**config.mk**
```make
export PLATFORM = sky130hd
export DESIGN_NAME = ysyx_22040127_wb_scoreboard
export DESIGN_NICKNAME = d
export VERILOG_FILES = /design/src/rtl/ysyx_22040127_pkg.sv /design/src/rtl/ysyx_22040127_wb_fifo.sv /design/src/rtl/ysyx_22040127_wb_scoreboard.sv
export SDC_FILE = /design/constraint.sdc
export NUM_CORES = 1
export LEC_CHECK = 0
export BUFFER_PORTS_ARGS = -buffer_cell sky130_fd_sc_hd__buf_2
export CAP_MARGIN = 20
export CORE_MARGIN = 1.5
export CORE_UTILIZATION = 60
export DETAILED_ROUTE_END_ITERATION = 8
export PLACE_DENSITY = 0.92
export SYNTH_ARGS = -nofsm -noshare
export SYNTH_HDL_FRONTEND = slang
export SYNTH_SLANG_ARGS = --single-unit
```
**constraint.sdc**
```tcl
create_clock -name clk -period 10 [get_ports clk]
set_input_delay 1.5 -clock clk [delete_from_list [all_inputs] [get_ports clk]]
set_output_delay 1.5 -clock clk [all_outputs]
set_load 0.01 [all_outputs]
```
**src/rtl/ysyx_22040127_pkg.sv**
```systemverilog
// rtl/ysyx_22040127_pkg.sv - shared widths, writeback entry type and register constants
// Contents: default GPR index/data widths, the {rd, data} writeback entry
// struct, and the hard-wired zero register index.
package ysyx_22040127_pkg;

  localparam int WB_ADDR_WIDTH = 5;
  localparam int WB_DATA_WIDTH = 64;
  localparam int ZERO_REG      = 0;

  typedef struct packed {
    logic [WB_ADDR_WIDTH-1:0] rd;
    logic [WB_DATA_WIDTH-1:0] data;
  } wb_entry_t;

endpackage

```
**src/rtl/ysyx_22040127_wb_fifo.sv**
```systemverilog
// rtl/ysyx_22040127_wb_fifo.sv - parameterised synchronous FIFO for writeback entries
// Ports: clk, rst_n (async active-low); push/push_data enqueue;
// pop dequeues the head shown on pop_data; full/empty/count report occupancy.
// Push while full and pop while empty are ignored.
module ysyx_22040127_wb_fifo
  import ysyx_22040127_pkg::*;
#(
  parameter int WIDTH = WB_ADDR_WIDTH + WB_DATA_WIDTH,
  parameter int DEPTH = 4
) (
  input  logic                     clk,
  input  logic                     rst_n,
  input  logic                     push,
  input  logic [WIDTH-1:0]         push_data,
  input  logic                     pop,
  output logic [WIDTH-1:0]         pop_data,
  output logic                     full,
  output logic                     empty,
  output logic [$clog2(DEPTH):0]   count
);

  localparam int PW = $clog2(DEPTH);

  logic [WIDTH-1:0] mem [DEPTH];
  // Pointers carry one extra wrap bit so full and empty are distinguishable.
  logic [PW:0]      wptr;
  logic [PW:0]      rptr;
  logic             do_push;
  logic             do_pop;

  assign empty    = (wptr == rptr);
  assign full     = (wptr[PW] != rptr[PW]) && (wptr[PW-1:0] == rptr[PW-1:0]);
  assign count    = wptr - rptr;
  assign pop_data = mem[rptr[PW-1:0]];
  assign do_push  = push && !full;
  assign do_pop   = pop && !empty;

  always_ff @(posedge clk or negedge rst_n) begin
    if (!rst_n) begin
      wptr <= '0;
      rptr <= '0;
    end else begin
      if (do_push) wptr <= wptr + 1'b1;
      if (do_pop)  rptr <= rptr + 1'b1;
    end
  end

  // Storage is not reset: an entry is only ever read after it was written.
  always_ff @(posedge clk) begin
    if (do_push) mem[wptr[PW-1:0]] <= push_data;
  end

endmodule

```
**src/rtl/ysyx_22040127_wb_scoreboard.sv**
```systemverilog
// rtl/ysyx_22040127_wb_scoreboard.sv - writeback arbiter, queue and busy scoreboard for the GPR file
// Ports: clk, rst_n (async active-low);
//   alloc_valid/alloc_rd/alloc_ready  - issue marks a destination busy
//   alu_* / lsu_*                     - writeback producers (LSU has priority)
//   rf_wen/rf_waddr/rf_wdata          - register file write port, one write per cycle
//   chk_raddr1/2 -> hazard1/2         - decode source hazard lookup
//   pending                           - writeback queue occupancy
module ysyx_22040127_wb_scoreboard
  import ysyx_22040127_pkg::*;
#(
  parameter int ADDR_WIDTH = WB_ADDR_WIDTH,
  parameter int DATA_WIDTH = WB_DATA_WIDTH,
  parameter int DEPTH      = 4
) (
  input  logic                    clk,
  input  logic                    rst_n,
  input  logic                    alloc_valid,
  input  logic [ADDR_WIDTH-1:0]   alloc_rd,
  output logic                    alloc_ready,
  input  logic                    alu_valid,
  input  logic [ADDR_WIDTH-1:0]   alu_rd,
  input  logic [DATA_WIDTH-1:0]   alu_data,
  output logic                    alu_ready,
  input  logic                    lsu_valid,
  input  logic [ADDR_WIDTH-1:0]   lsu_rd,
  input  logic [DATA_WIDTH-1:0]   lsu_data,
  output logic                    lsu_ready,
  output logic                    rf_wen,
  output logic [ADDR_WIDTH-1:0]   rf_waddr,
  output logic [DATA_WIDTH-1:0]   rf_wdata,
  input  logic [ADDR_WIDTH-1:0]   chk_raddr1,
  input  logic [ADDR_WIDTH-1:0]   chk_raddr2,
  output logic                    hazard1,
  output logic                    hazard2,
  output logic [$clog2(DEPTH):0]  pending
);

  localparam int NREGS = 1 << ADDR_WIDTH;
  localparam int EW    = ADDR_WIDTH + DATA_WIDTH;
  localparam logic [ADDR_WIDTH-1:0] X0 = ADDR_WIDTH'(ZERO_REG);

  logic             full;
  logic             empty;
  logic             lsu_fire;
  logic             alu_fire;
  logic             push;
  logic [EW-1:0]    push_data;
  logic [EW-1:0]    head;
  logic             alloc_fire;
  logic [NREGS-1:0] busy;
  logic [NREGS-1:0] busy_nxt;

  // Ready comes from the registered full flag only, so a pop never lets a
  // producer slip into the slot it frees in the same cycle.
  assign lsu_ready = !full;
  assign alu_ready = !full && !lsu_valid;
  assign lsu_fire  = lsu_valid && lsu_ready;
  assign alu_fire  = alu_valid && alu_ready;

  // x0 writebacks complete the handshake but are dropped here.
  assign push      = (lsu_fire && lsu_rd != X0) || (alu_fire && alu_rd != X0);
  assign push_data = lsu_fire ? {lsu_rd, lsu_data} : {alu_rd, alu_data};

  ysyx_22040127_wb_fifo #(
    .WIDTH (EW),
    .DEPTH (DEPTH)
  ) u_fifo (
    .clk       (clk),
    .rst_n     (rst_n),
    .push      (push),
    .push_data (push_data),
    .pop       (!empty),
    .pop_data  (head),
    .full      (full),
    .empty     (empty),
    .count     (pending)
  );

  // Head pops every non-empty cycle; address/data read as zero when idle.
  assign rf_wen   = !empty;
  assign rf_waddr = empty ? '0 : head[EW-1:DATA_WIDTH];
  assign rf_wdata = empty ? '0 : head[DATA_WIDTH-1:0];

  assign alloc_ready = !busy[alloc_rd];
  assign alloc_fire  = alloc_valid && alloc_ready && (alloc_rd != X0);
  assign hazard1     = busy[chk_raddr1];
  assign hazard2     = busy[chk_raddr2];

  always_comb begin
    busy_nxt = busy;
    if (rf_wen)     busy_nxt[rf_waddr] = 1'b0;
    if (alloc_fire) busy_nxt[alloc_rd] = 1'b1;
    busy_nxt[0] = 1'b0;
  end

  always_ff @(posedge clk or negedge rst_n) begin
    if (!rst_n) busy <= '0;
    else        busy <= busy_nxt;
  end

  // A register being allocated is never busy, so it cannot also be committing.
  a_no_set_clear_collision: assert property (@(posedge clk) disable iff (!rst_n)
    !(alloc_fire && rf_wen && (rf_waddr == alloc_rd)));

endmodule

```
# Yosys cells after proc, flatten, opt, wreduce, memory -nomap -nowiden
# Memories as Yosys holds them, arrays and structs flattened.
# Index checks and enable logic that the tools add are counted.
op_classes:
  add_sub_neg: 3
  magnitude_cmp: 6
  eq_ne: 3
  n_mux: 17
  bitwise_logic: 3
  reduce_logical: 19
ops:
  columns: ["cell", "count"]
  rows:
  - ["$mux W69", 1]
  - ["$mux W32", 2]
  - ["$mux W64", 1]
  - ["$and A32 B32 Y32", 1]
  - ["$not A32 Y32", 1]
  - ["$or A32 B32 Y32", 1]
  - ["$lt A5 B6 Y1 const B", 4]
  - ["$bmux W1 S5", 3]
  - ["$reduce_bool A5 Y1", 3]
  - ["$logic_and A1 B1 Y1", 11]
  - ["$demux W1 S5", 2]
  - ["$ge A5 B1 Y1 const B", 2]
  - ["$mux W1", 7]
  - ["$add A3 B1 Y3 const B", 2]
  - ["$mux W5", 1]
  - ["$logic_not A1 Y1", 4]
  - ["$eq A3 B3 Y1", 1]
  - ["$sub A3 B3 Y3", 1]
  - ["$eq A2 B2 Y1", 1]
  - ["$logic_or A1 B1 Y1", 1]
  - ["$ne A1 B1 Y1", 1]
word_totals:
  register_bits: 37
  mem_bits_rw: 276
  input_bits: 158
  out_inout_bits: 78
  n_memories: 1
memory_table:
  columns: ["name", "words", "width", "read_ports", "rd_ports_with_merged_regs", "wr", "line_no", "text"]
  rows:
  - ["u_fifo.mem", 4, 69, 1, 0, 1, "ysyx_22040127_wb_fifo.sv:24", "logic [WIDTH-1:0] mem [DEPTH];"]

# Longest topological paths before layout
# Gate-level depths: netlist (run 1).
logic_depth:
  depth_word: 11
  depth_mapped: 11
  ltp_nobuf: 7

# Hierarchy
# A second synthesis (run 1) with hierarchy kept.
unflattened:
  hier_cells: 792
  area_unflattened_um2: 14046.0
by_module_without_submodules:
  columns: ["mod", "instances", "cells_each", "area_each_um2", "seq_area_each_um2"]
  rows:
  - ["ysyx_22040127_wb_fifo", 1, 406, 10415.0, 8438.1]
  - ["ysyx_22040127_wb_scoreboard", 1, 386, 3631.0, 775.7]

# Worst setup path before layout (run 1)
# OpenSTA, ideal clock, no wires.
synth_timing:
  path_kind: "in2out"
  start: "input port alloc_rd[1]"
  end: "output port alloc_ready"
  arrival_time_ns: 2.975
  setup_slack_ns: 5.525
  path_stages: 5
  path_buffers: 1
  cell_sequence: "clkbuf_1 -> mux4_2 -> a32o_1 -> a221o_1 -> a21oi_1"
synth_via:
  elab_chain_len: 3
synth_lines:
  columns: ["item", "line_no", "text"]
  rows:
  - ["from (decl)", "ysyx_22040127_wb_scoreboard.sv:18", "input logic [ADDR_WIDTH-1:0] alloc_rd,"]
  - ["$bmux W1 S5", "ysyx_22040127_wb_scoreboard.sv:84", "assign alloc_ready = !busy[alloc_rd];"]
  - ["$mux W1 (not written as such)", "ysyx_22040127_wb_scoreboard.sv:84", null]
  - ["$logic_not A1 Y1", "ysyx_22040127_wb_scoreboard.sv:84", null]
  - ["to (decl)", "ysyx_22040127_wb_scoreboard.sv:19", "output logic alloc_ready,"]
# No other way between the ends. The select of a mux whose other input is x is not followed.

# Final worst setup path (run 1)
layout_timing:
  start: "register u_fifo.rptr[0]"
  end: "output port rf_waddr[4]"
layout_via:
  elab_chain_len: 2
layout_lines:
  columns: ["item", "line_no", "text"]
  rows:
  - ["from (decl)", "ysyx_22040127_wb_fifo.sv:27", "logic [PW:0] rptr;"]
  - ["from (signal assigned)", "ysyx_22040127_wb_fifo.sv:44", "if (do_pop) rptr <= rptr + 1'b1;"]
  - ["$mem_v2 Z4 W69 or $eq A3 B3 Y1 (tied branches)", null, null]
  - ["$mux W5 (*)", "ysyx_22040127_wb_scoreboard.sv:81", "assign rf_waddr = empty ? '0 : head[EW-1:DATA_WIDTH];"]
  - ["to (decl)", "ysyx_22040127_wb_scoreboard.sv:29", "output logic [ADDR_WIDTH-1:0] rf_waddr,"]
# Mark *: on every way between the ends. The rest lies on a longest branch, timed or not.

==> results of run 1 <==
-- state kept, by name, indices dropped and copies added (netlist names) --
register and cells:
busy 31, u_fifo.wptr 3, u_fifo.mem 276, u_fifo.rptr 3
-- kinds of logic (layout without fill, tap and decap cells) --
group	after synthesis	in the layout	share of synthesized area, %
AO/OA/AOI/OAI	83	83	4.30
XOR/XNOR	6	6	0.509
adder cells (fa/ha/maj)	8	8	0.768
buffers and inverters	56	304	2.08
flip-flops	313	313	65.8
multiplexers	169	169	20.4
AND/OR/NAND/NOR	142	142	6.17
-- per-layer routing --
metal  vias up  part of all wire, %  wire [um]  GRT usage [%]
met3        48                  6.6       2010           3.72
met5         -                    0          0              0
met1      4151                   38      11700           33.4
li1       3585                    -          -              -
met4         0                  2.3        710           7.57
met2       354                   53      16100           43.8
-- worst max-delay path, delay by kind of cell (launching register included) --
kind                   cells  cell delay [ps]
AO/OA/AOI/OAI              1              370
flip-flops                 1              910
buffers and inverters      3             1030
multiplexers               1              680
-- power groups by stage --
stage               registers [mW]  logic, mW  clock network (mW)
floorplan                     2.19       1.68                   0
global placement              2.30       2.27                   0
detailed placement            2.35       2.31                   0
CTS                           2.33       2.35                1.10
global route                  2.38       2.54                1.15
finish                        2.33       2.36                1.09
-- stage by stage --
step	worst slack, ps	instances	util, %	instance area, um^2
2_1_floorplan	5530	777	-	14000
3_3_place_gp	5350	1282	67.5	15400
3_5_place_dp	5200	1282	67.5	15400
4_1_cts	4590	1336	71.7	16300
5_1_grt	4760	1338	71.9	16400
6_report	4950	1338	71.9	16400
-- area by class of cell --
cell class,instances,area [um^2],area share [%]
tap,313,392,2.39
clock buffer,42,826,5.04
inverter,10,37.5,0.229
multi-input combinational,408,4530,27.7
clock inverter,12,126,0.772
timing repair buffer,240,1250,7.61
sequential,313,9220,56.3
-- cells in the final DEF (no fill, tap or decap), drive strengths merged, types with 4 or more instances in the layout --
cell,netlist,final
edfxtp,276,276
buf,26,240
mux4,86,86
mux2,72,72
and2,67,67
clkbuf,20,42
dfrtp,37,37
o31ai,35,35
o21ai,23,23
nand2,20,20
nand2b,11,11
mux2i,11,11
inv,10,10
clkinv,0,10
nand3b,8,8
nor2b,7,7
ha,7,7
and3,5,5
or2,5,5
or3b,4,4
o41ai,4,4
nand3,4,4
-- how the worst max path moves through the flow --
stage | cells after the start | from | to | slack, ps
floorplan | 5 | alloc_rd[1] | alloc_ready | 5530
global placement | 7 | u_fifo.rptr[1] | rf_wdata[2] | 5350
detailed placement | 7 | u_fifo.rptr[1] | rf_wdata[47] | 5200
CTS | 7 | u_fifo.rptr[1] | rf_wdata[47] | 4590
global route | 5 | u_fifo.rptr[0] | rf_waddr[4] | 4760
finish | 5 | u_fifo.rptr[0] | rf_waddr[4] | 4950
==> results.md, run 1 <==
* FF-to-FF Start: u_fifo.rptr[1]
* Die W at 156 um
* CTS buffer count at 30
* Starting Density at 61.5%
* Yosys cell types at 56
* Detailed placement HPWL at 18.2 mm
* Initial antenna violation count at 0
* CTS root buf: clkbuf_16
* Post-detailed-routing wire length at 30.5 mm
* Die area at 24,300 um^2
* CORE AREA at 22,800 um^2
* Crit path time final at 5050 ps
* Number of routed nets with antenna violations at 0
* CP max-delay cell: dfrtp_4
* IO buf count at 235
* IO Count at 236
* Post-route DRC at 0
* Via count of the first global-routing pass at 8,358
* CTS tree: built
* Status: completed
* GRT overflow at 0
* Maximum clock path buffer count at 3
* Post-synthesis cell count at 777
* Fmax at 198 MHz
* Netlist Area Pre-Place at 14,000 um^2
* Layout cells sized above 1 at 43.9%
* Setup Skew at 23.8 ps
* Sequential element share of the synthesized area at 65.8%
* P_int at 3.73 mW
* Clock power frac at 18.8%
* H-tree depth at 1
* Syn Nets at 943
* Main synth FF type: edfxtp_1
* Leak at 5.93 nW
* Sink Count at 313
* Hold Path Class: flip-flop to flip-flop
* Vias at 8,138
* Crit-path max FO at 37
* Clk pin slew, worst setup/hold paths at 60 ps
* Diode count at 0
* Top-area cell type share of the netlist area at 59.2%
* Register bit count reported by yosys at 313
* Setup slack, reg-to-reg at 6320 ps
* YS warnings at 0
* Tot Pwr at 5.78 mW
* First-pass GRT wire length at 46.1 mm
* Area growth from synthesis to layout at 16.9%
* Peak supply drop at 218 uV
* Hold_sp: busy[28]
* Worst path arrival time at 3550 ps
* Rel. slew slack at 27.3%
* Fraction of registers with async set/reset at 11.8%
* Post-CTS setup repair buffer count at 0
* EDFF count, synth at 276
* Vias per inst at 6.08
* # hold bufs at CTS at 0
* Worst r2r dst: u_fifo.mem[3][10]
* Crit Path Class: flip-flop to primary output
* Power Density at 353 nW/um^2
* Net switching power at 2.05 mW
* # fillers at 1,360
* Measured slew at the worst slew-check pin at 1090 ps
* Largest cells by area after synthesis: edfxtp_1 (59%), mux4_2 (14%), dfrtp_1 (6.6%), mux2_2 (5.0%), and2_1 (3.0%)
* Wirelength per Cell at 22.8 um
* Worst Hold End: busy[28]
* Clock latency on the worst-skew pair at 560 ps
* Worst-path cell chain: buf_4, mux4_2, o21ai_0, inv_1, buf_2
* Row count at 55
* Period utilisation layout at 50.5%
* Pre-antenna DRT Iters at 5
* Largest net degree at the start of global routing at 73
* WHS at 566 ps
* Number of hold violations in the final report at 0
* CP max stage delay at 910 ps
* Commonest cells post-synth: edfxtp_1 (276), mux4_2 (86), and2_1 (67), mux2_2 (62), dfrtp_1 (37)
* Logic pwr share at 40.9%
* Reg2Reg Depth at 5
* WP data required at 8500 ps
* Setup violators final at 0
* Setup crit end kind: primary output
* Share of power burned in registers at 40.3%
* Most frequent cell after synthesis: edfxtp_1
* Final GP Congestion at 0.897
* Cts repair resizes at 0
* Max-slew violations at 0
* Final-stage net count at 1,169
* Max cap viols at 0
* RSZ-0062 raised after global routing: no
* Leading area contributor after synthesis: edfxtp_1
* Worst Setup Start Kind: flip-flop
* Die height at 156 um
* GRT Resource Usage Total at 25.2%
* Switching part of the total power at 35.5%
* TNS Setup at 0 ps
* Worst hold stages at 2
* Avg Inst Size Synth at 18.0 um^2
* Iteration-0 DRC Markers at 620
Power figures use the tool's default switching activity.
==> run 2, diff against run 1 <==
Settings changed: ABC_AREA set to 1, CORE_UTILIZATION 60 to 57, PLACE_DENSITY 0.92 to 0.89.
Clock period 10 ns to 5.2 ns, I/O delays scaled along.
==> results.md, run 2 <==
* GRT Resource Usage Total at 29.3% (+4.1 points)
* Power Density at 661 nW/um^2 (+87%)
* Largest net degree at the start of global routing at 78 (+6.8%)
* Leading area contributor after synthesis: edfxtp_1
* Tot Pwr at 11.0 mW (+90%)
* Area growth from synthesis to layout at 16.2%
* Crit-path max FO at 77 (+110%)
* Sink Count at 313 (unchanged)
* CTS root buf: clkbuf_16
* Initial antenna violation count at 1 (+1)
* CORE AREA at 24,500 um^2 (+7.4%)
* Status: completed
* Commonest cells post-synth: nand2_1 (376), nor2_1 (297), edfxtp_1 (276), o21ai_0 (189), a21oi_1 (72)
* Fraction of registers with async set/reset at 11.8% (unchanged)
* Pre-antenna DRT Iters at 6 (+1)
* First-pass GRT wire length at 59.5 mm (+29%)
* Setup slack, reg-to-reg at 1430 ps (-4890 ps)
* Post-route DRC at 0 (unchanged)
* Iteration-0 DRC Markers at 1,341 (+120%)
* Wirelength per Cell at 19.2 um (-16%)
* Vias at 11,888 (+46%)
* Commonest non-fill, non-tap cell in the layout: nand2_1
* Most frequent cell after synthesis: nand2_1
* Fmax at 245 MHz
* FF-to-FF Start: u_fifo.rptr[0]
* Post-synthesis xor/xnor area fraction at 0.306% (-0.20 points)
* Setup violators final at 0 (unchanged)
* Setup crit end kind: primary output
* CP max stage delay at 970 ps (+60 ps)
* Yosys cell types at 26 (-54%)
* Synth Area in Compound Gates at 10.1% (+5.8 points)
* CTS tree: built
* WHS at 355 ps (-211 ps)
* Largest cells by area after synthesis: edfxtp_1 (58%), nand2_1 (9.9%), nor2_1 (7.8%), o21ai_0 (6.6%), dfrtp_1 (6.5%)
* Row count at 57 (+3.6%)
* Worst Setup SP: u_fifo.rptr[0]
* Crit path buf inv count at 2 (-1)
* Setup Skew at 9.57 ps (-14.3 ps)
* Peak supply drop at 428 uV (+96%)
* WP data required at 4420 ps (-4080 ps)
* Syn Nets at 1,642 (+74%)
* Worst r2r dst: u_fifo.mem[2][35]
* CP max-delay cell: dfrtp_4
* Most frequent CP cell: nor2_1
* Avg Inst Size Synth at 9.68 um^2 (-46%)
* Fin util at 67.9% (-4.0 points)
* Max cap viols at 0 (unchanged)
* IO Count at 236 (unchanged)
* Rel. slew slack at 27.4% (+0.11 points)
* Cts repair resizes at 0 (unchanged)
* Largest family of logic cells by synthesized area: simple AND/OR/NAND/NOR gates
* CTS buffer count at 29 (-3.3%)
* Starting Density at 58.4% (-3.1 points)
* Worst path arrival time at 3300 ps (-250 ps)
* Worst Setup Start Kind: flip-flop
* Die W at 161 um (+3.6%)
* Largest register FFs at 276 (unchanged)
* CP delay by family, top: flip-flops
* RSZ-0062 raised after global routing: no
* H-tree depth at 1 (unchanged)
* Measured slew at the worst slew-check pin at 1090 ps (-1.72 ps)
* Vias per inst at 5.88 (-3.3%)
* Number of hold violations in the final report at 0 (unchanged)
* Die height at 161 um (+3.6%)
* Crit path depth at 6 (+1)
* IO buf count at 235 (unchanged)
* Hold Path Class: input port to async pin
* GRT overflow at 0 (unchanged)
* Main synth FF type: edfxtp_1
* EDFF count, synth at 276 (unchanged)
* Period utilisation layout at 78.5%
* Top-area cell type share of the netlist area at 58.0% (-1.2 points)
* Sequential element share of the synthesized area at 64.5% (-1.3 points)
* Commonest cells after routing, fill and taps aside: nand2_1 (376), nor2_1 (294), edfxtp_1 (276)
* Post-CTS setup repair buffer count at 0 (unchanged)
* Via count of the first global-routing pass at 11,558 (+38%)
* YS warnings at 0 (unchanged)
* Leak at 6.85 nW (+16%)
* Adder-Cell Fraction of Synth Area at 0.753% (-0.015 points)
* Reg2Reg Depth at 9 (+4)
* Layout cells sized above 1 at 18.9% (-25 points)
* Final-stage net count at 1,844 (+58%)
* Max-slew violations at 0 (unchanged)
* Worst-path cell chain: buf_4, nor2_1, nor2_1, o21ai_0, a21oi_1, buf_2
* Mux cell area share after synthesis at 0% (-20 points)
* Clock latency on the worst-skew pair at 550 ps (about the same)
* Simple-gate share of the synthesized area at 20.7% (+14 points)
* Crit path time final at 4080 ps
* Diode count at 0 (unchanged)
* Post-detailed-routing wire length at 38.8 mm (+27%)
* Post-synthesis cell count at 1,476 (+90%)
* Clk pin slew, worst setup/hold paths at 70 ps (about the same)
* Register bit count reported by yosys at 313 (unchanged)
* # hold bufs at CTS at 0 (unchanged)
* Final GP Congestion at 0.909 (+1.3%)
* Detailed placement HPWL at 23.6 mm (+30%)
* Netlist Area Pre-Place at 14,300 um^2 (+2.0%)
* Maximum clock path buffer count at 3 (unchanged)
* Crit Path Class: flip-flop to primary output
* End point of the critical path: rf_wdata[17]
* Number of routed nets with antenna violations at 0 (unchanged)
* Die area at 26,000 um^2 (+7.3%)
run 2: power breakdown:
part           switching [mW]  leakage, nW  internal (mW)
Clock                   0.878        0.452           1.21
Combinational            3.30         3.39           1.38
Sequential              0.406         3.00           3.80
Total                    4.58         6.85           6.39
run 2: how the worst min path moves through the flow:
stage	startpoint	endpoint	slack, ps	cells after the start
CTS	rst_n	busy[7]	370	1
detailed placement	busy[6]	busy[6]	520	2
global placement	u_fifo.wptr[0]	u_fifo.wptr[0]	510	1
floorplan	rst_n	busy[10]	480	0
global route	rst_n	busy[19]	410	1
finish	rst_n	busy[21]	360	1
run 2: area by class of cell:
type	instances	area [um^2]
clock buffers	32	737
fillers	1721	7850
inverters	47	180
multi-input cells	1039	4580
repair buffers	248	1300
clock inverters	19	195
flip-flops and latches	313	9220
well taps	324	405
run 2: worst register-to-register path, stage by stage (launching register included):
cell,delay [ps]
dfrtp_4,970
ha_1,430
nand2_1,140
a21oi_1,130
nor2_4,140
buf_4,570
inv_2,520
buf_12,320
nand2_1,130
nand2_1,120
run 2: through the flow:
| stage | instances | instance area (um^2) | setup TNS, ps | worst slack, ps |
|---|---|---|---|---|
| 6_report | 2022 | 16600 | 0 | 1120 |
| 5_1_grt | 2022 | 16600 | 0 | 1060 |
| 4_1_cts | 2022 | 16600 | 0 | 1260 |
| 3_5_place_dp | 1971 | 15700 | 0 | 1560 |
| 3_3_place_gp | 1970 | 15700 | 0 | 1410 |
| 2_1_floorplan | 1476 | 14300 | -28700 | -139 |
run 2: logic make-up after synthesis:
logic type | after synthesis
xor+xnor | 5
buf+inv | 124
simple gates | 747
compound gates | 279
flops | 313
fa+ha+maj | 8
run 2: layer usage:
layer	wire [um]	GRT usage, %	share of wire [%]
met1	14200	37.1	37
met2	19100	49.9	49
met3	3720	4.19	9.6
met4	1770	14.1	4.6
met5	7	0	0.018
